===== src/rtl/ssenc_scan.sv =====
// Seven-segment bus monitor: decodes each stable multiplexed digit back to hex,
// keeps a per-digit snapshot and reports changes on a single-entry valid/ready slot.
module ssenc_scan #(
    parameter int NDIG   = 8,
    parameter int STABLE = 4
) (
    input  logic                    clk,
    input  logic                    rst,
    input  logic [6:0]              seg_in,
    input  logic [NDIG-1:0]         sel_in,
    input  logic                    out_ready,
    output logic                    out_valid,
    output logic [$clog2(NDIG)-1:0] out_idx,
    output logic [3:0]              out_val,
    output logic                    out_blank,
    output logic                    out_err,
    output logic                    out_ovf,
    output logic [4*NDIG-1:0]       digits,
    output logic [NDIG-1:0]         digits_ok
);

    localparam int IW = $clog2(NDIG);

    typedef enum logic {SETTLE, LOCKED} state_t;

    state_t            state_reg;
    logic [NDIG+6:0]   samp_reg;
    logic [7:0]        cnt_reg;

    logic              onehot;
    logic              match;
    logic              cap;
    logic              changed;
    logic              ev;
    logic [IW-1:0]     idx;
    logic [3:0]        dec_val;
    logic              dec_blank;
    logic              dec_err;

    logic [4*NDIG-1:0] st_val;
    logic [NDIG-1:0]   st_blank;
    logic [NDIG-1:0]   st_err;
    logic [NDIG-1:0]   st_seen;

    assign onehot = $onehot(sel_in);
    assign match  = ({sel_in, seg_in} == samp_reg) && onehot;
    // Capture exactly once, on the edge the run length reaches STABLE.
    assign cap    = (state_reg == SETTLE) && match && (cnt_reg == 8'(STABLE - 1));

    always_comb begin
        idx = '0;
        for (int i = 0; i < NDIG; i++) begin
            if (sel_in[i]) idx = IW'(i);
        end
    end

    always_comb begin
        dec_val   = 4'h0;
        dec_blank = 1'b0;
        dec_err   = 1'b0;
        case (seg_in)
            7'h3F: dec_val = 4'h0;
            7'h06: dec_val = 4'h1;
            7'h5B: dec_val = 4'h2;
            7'h4F: dec_val = 4'h3;
            7'h66: dec_val = 4'h4;
            7'h6D: dec_val = 4'h5;
            7'h7D: dec_val = 4'h6;
            7'h07: dec_val = 4'h7;
            7'h7F: dec_val = 4'h8;
            7'h67: dec_val = 4'h9;
            7'h77: dec_val = 4'hA;
            7'h7C: dec_val = 4'hB;
            7'h39: dec_val = 4'hC;
            7'h5E: dec_val = 4'hD;
            7'h79: dec_val = 4'hE;
            7'h71: dec_val = 4'hF;
            7'h00: dec_blank = 1'b1;
            default: dec_err = 1'b1;
        endcase
    end

    assign changed = !st_seen[idx]
                  || (st_val[{idx, 2'b00} +: 4] != dec_val)
                  || (st_blank[idx] != dec_blank)
                  || (st_err[idx] != dec_err);
    assign ev = cap && changed;

    genvar gi;
    generate
        for (gi = 0; gi < NDIG; gi++) begin : g_dig
            logic [3:0] val_reg;
            logic       blank_reg;
            logic       err_reg;
            logic       seen_reg;

            always_ff @(posedge clk or posedge rst) begin
                if (rst) begin
                    val_reg   <= 4'h0;
                    blank_reg <= 1'b0;
                    err_reg   <= 1'b0;
                    seen_reg  <= 1'b0;
                end else if (cap && (idx == IW'(gi))) begin
                    val_reg   <= dec_val;
                    blank_reg <= dec_blank;
                    err_reg   <= dec_err;
                    seen_reg  <= 1'b1;
                end
            end

            assign st_val[4*gi +: 4] = val_reg;
            assign st_blank[gi]      = blank_reg;
            assign st_err[gi]        = err_reg;
            assign st_seen[gi]       = seen_reg;
        end
    endgenerate

    assign digits    = st_val;
    assign digits_ok = st_seen & ~st_blank & ~st_err;

    always_ff @(posedge clk or posedge rst) begin
        if (rst) begin
            state_reg <= SETTLE;
            samp_reg  <= '0;
            cnt_reg   <= 8'd0;
            out_valid <= 1'b0;
            out_idx   <= '0;
            out_val   <= 4'h0;
            out_blank <= 1'b0;
            out_err   <= 1'b0;
            out_ovf   <= 1'b0;
        end else begin
            samp_reg <= {sel_in, seg_in};

            if (!match) begin
                cnt_reg <= 8'd0;
            end else if (cnt_reg != 8'(STABLE)) begin
                cnt_reg <= cnt_reg + 8'd1;
            end

            case (state_reg)
                SETTLE:  if (cap) state_reg <= LOCKED;
                LOCKED:  if (!match) state_reg <= SETTLE;
                default: state_reg <= SETTLE;
            endcase

            // A slot being accepted this edge is free for the new event.
            if (ev) begin
                if (!out_valid || out_ready) begin
                    out_valid <= 1'b1;
                    out_idx   <= idx;
                    out_val   <= dec_val;
                    out_blank <= dec_blank;
                    out_err   <= dec_err;
                end else begin
                    out_ovf <= 1'b1;
                end
            end else if (out_valid && out_ready) begin
                out_valid <= 1'b0;
            end
        end
    end

endmodule

===== config.mk =====
export PLATFORM = sky130hd
export DESIGN_NAME = ssenc_scan
export DESIGN_NICKNAME = d
export VERILOG_FILES = /design/src/rtl/ssenc_scan.sv
export SDC_FILE = /design/constraint.sdc
export NUM_CORES = 1
export LEC_CHECK = 0
export CAP_MARGIN = 20
export CORE_MARGIN = 2
export CORE_UTILIZATION = 55
export CTS_CLUSTER_DIAMETER = 60
export CTS_CLUSTER_SIZE = 16
export DETAILED_ROUTE_END_ITERATION = 12
export GPL_TIMING_DRIVEN = 0
export MAX_ROUTING_LAYER = met4
export PLACE_DENSITY = 0.76
export SLEW_MARGIN = 20
export SYNTH_ARGS = -nofsm -noshare
export SYNTH_HDL_FRONTEND = slang
export SYNTH_SLANG_ARGS = --single-unit

===== constraint.sdc =====
create_clock -name clk -period 3.2 [get_ports clk]
set_input_delay 0.32 -clock clk [delete_from_list [all_inputs] [get_ports clk]]
set_output_delay 0.32 -clock clk [all_outputs]
set_load 0.01 [all_outputs]

==> results.yml <==
pwr:
  p_total_uw: 2280
  seqPwrFrac_pct: 51.1
  pwr_density_cell_nw_per_um2: 342
  switchingPower_uw: 687
  combPwrFrac_pct: 15.5
  clock_power_share_pct: 33.5
  swShare_pct: 30.1
  irDropWorstVdd_v: 0.000241
  leakage_uw: 0.00290
  internal-power_uw: 1590
clock_network:
  ctsHoldBuffers: 0
  clk_latency_ns: 0.38
  root_buffer: "clkbuf_8"
  cts_buffer_depth: 2
  cts_tree: "done"
  cts_sinks: 91
  cts_max_level: 3
  clkSlewWorstSetupHoldPaths_ns: 0.10
  cts_buffers: 9
timing:
  fin_ws_ns: -0.617
  slew_headroom_pct: 41.5
  timing.fmax_ghz: 0.262
  fin_crit_ns: 3.82
  drv_slew: 0
  setup_violations: 67
  finClkSkew_ns: 0.0161
  hold_violations: 0
  tightest_slew_ns: 0.869
  finalCritPeriodShare_pct: 119
  grt_setup_unrepaired: "true"
synthesis:
  netlist_top_cells_area: "dfrtp_1 46%, mux2_2 6.4%, nand2_1 3.7%, xor2_1 3.4%, o21ai_0 3.2%"
  syn_inst: 481
  synth-edff-count: 0
  ys.flop_type: "dfrtp_1"
  yosys.area.top_type_share_pct: 46.3
  yosysWarnings: 0
  yosysMostFrequentCell: "dfrtp_1"
  synthXorXnorAreaFrac_pct: 5.17
  synth_top_family_by_area: "simple AND/OR/NAND/NOR gates"
  synth.net_count: 508
  synth_top_area_cell: "dfrtp_1"
  mappedNetlistArea_sq_um: 4920
  synth-simple-area-share_pct: 17.9
  synth_cell_types: 61
  synth-seq-area-share_pct: 46.3
  async_flop_share_pct: 100
  netlist_top_cells_count: "91 x dfrtp_1, 48 x nand2_1, 32 x inv_1, 31 x o21ai_0"
  synthMuxAreaShare_pct: 7.66
  synth-seq-cells: 91
  postSynthAreaPerCell_sq_um: 10.2
  synthAdderAreaFrac_pct: 2.90
  synth-compound-area-share_pct: 14.6
detailed_routing:
  routedWlPerCell_um: 20.1
  viasPerCell: 6.04
  antenna_left: 0
  drt_iter0_drc: 376
  wl_mm: 14.2
  vias: 4270
  drcViolationCount: 0
  drt_first_pass_iters: 5
critical_path:
  critPathRequiredTime_ns: 3.46
  cp_slowest_cell: "fa_2"
  worst_ep_arrival_time_ns: 4.08
  crit_chain: "buf_8, inv_4, fa_1, fa_1, fa_1, inv_2, ha_4, inv_2, fa_2, nand3_2, nor4_1, nand4_1, or2_4, nor4b_4, buf_6, mux2_4"
  crit_type: "in2reg"
  reg2reg_slack_ns: 0.37
  worstPathMaxFanout: 5
  cp_num_buf_inv: 5
  cp_slowest_stage_delay_ns: 0.56
  crit_top_cell: "fa_1"
  crit_family: "adder cells"
  endpoint_kind: "register"
  start_kind: "input pin"
place:
  routabilityCongestion: 0.892
  port_buffers: 68
  placedCellCount: 658
  dpl.hpwl_mm: 9.45
die:
  num_io_pins: 69
  rows: 34
  fp.dieArea_sq_um: 9710
  start_util_pct: 56.7
  die_w_um: 98.6
  core-area_sq_um: 8680
  die_h_um: 98.6
final_layout:
  final_nets: 621
  area_growth_pct: 35.4
  num_antenna_cells: 0
  instances_no_fill: 707
  layout-drive-gt1-share_pct: 28.9
  largest_register_ffs: 32
flow_run:
  drv_cap: 0
global_route:
  grt_max_degree: 54
  antenna_found_initial: 0
  grt_pass1_vias: 4223
  grt_pass1_wl_mm: 22.6
  overflow: 0
  grtUsageTotal_pct: 30.5
hold_path:
  min_path_type: "in2reg"
run_status:
  outcome: "finished, violations left"
  violations: "setup timing"
-- cell type report --
| cell class | instances | area (sq um) |
|---|---|---|
| Clock inverter | 7 | 57.6 |
| Multi-Input combinational cell | 332 | 2640 |
| Inverter | 33 | 139 |
| Clock buffer | 9 | 124 |
| Tap cell | 108 | 135 |
| Timing Repair Buffer | 103 | 1070 |
| Buffer | 24 | 211 |
| Sequential cell | 91 | 2280 |
| Fill cell | 598 | 2020 |
-- cell usage in the layout (no fill, tap or decap), types with 12 or more instances in the layout --
| master | n |
|---|---|
| a21oi_1 | 12 |
| buf_4 | 19 |
| buf_6 | 20 |
| clkdlybuf4s50_1 | 62 |
| dfrtp_1 | 91 |
| inv_1 | 26 |
| mux2_4 | 18 |
| nand2_1 | 36 |
| nand3_1 | 13 |
| nor2_1 | 24 |
| o21ai_2 | 13 |
| xor2_1 | 19 |
-- path summary, 6_finish.rpt --
path	cells past startpoint	from	end
max	16	sel_in[0]	g_dig[3].val_reg[1]
min	1	sel_in[1]	samp_reg[8]
max reg2reg	9	cnt_reg[4]	out_idx[2]
min reg2reg	2	g_dig[6].seen_reg	g_dig[6].seen_reg
max in group asynchronous	3	rst	out_blank
min in group asynchronous	2	rst	g_dig[6].seen_reg
-- power groups by stage --
stage | clock network (uW) | registers [uW] | logic, uW
floorplan | 0 | 1190 | 210
global placement | 0 | 1190 | 294
detailed placement | 0 | 1190 | 306
CTS | 768 | 1160 | 329
global route | 816 | 1160 | 383
finish | 762 | 1160 | 353
-- per-layer routing --
| metal | vias up | wire length (um) | part of all wire [%] | global-route usage, % |
|---|---|---|---|---|
| li1 | 1931 | - | - | - |
| met2 | 194 | 6890 | 48 | 48.0 |
| met5 | - | 0 | 0 | - |
| met3 | 26 | 877 | 6.2 | 5.46 |
| met4 | 0 | 211 | 1.5 | 7.48 |
| met1 | 2119 | 6260 | 44 | 41.7 |
-- stage by stage --
step,setup WS (ns),instance area [sq um],setup TNS (ns),utilization (%),hold slack [ns]
5_1_grt,-0.715,6660,-34.45,76.7,0.0631
2_1_floorplan,-1.12,5070,-42.93,-,0.351
3_5_place_dp,-2.21,5920,-111.75,68.2,0.458
3_3_place_gp,-2.15,5890,-187.17,67.9,0.454
6_report,-0.617,6660,-29.08,76.7,0.0706
4_1_cts,-0.861,6530,-44.80,75.2,0.0551
-- timing repair --
| action | CTS | global route |
|---|---|---|
| setup buffers | 30 | 4 |
| cloned | 4 | 0 |
| resized for setup | 59 | 50 |
| pin swaps | 14 | 8 |
| endpoints found under the setup margin | 76 | 76 |
-- logic make-up (layout without fill, tap and decap cells) --
kind of cell               after synthesis  after routing
AOI/OAI and AO/OA                      100            100
xor gates and xnor gates                29             29
adders and majority gates                9              9
buffers and inverters                   58            176
DFF                                     91             91
muxes                                   34             34
and+or+nand+nor                        160            160
Power figures use the tool's default switching activity.
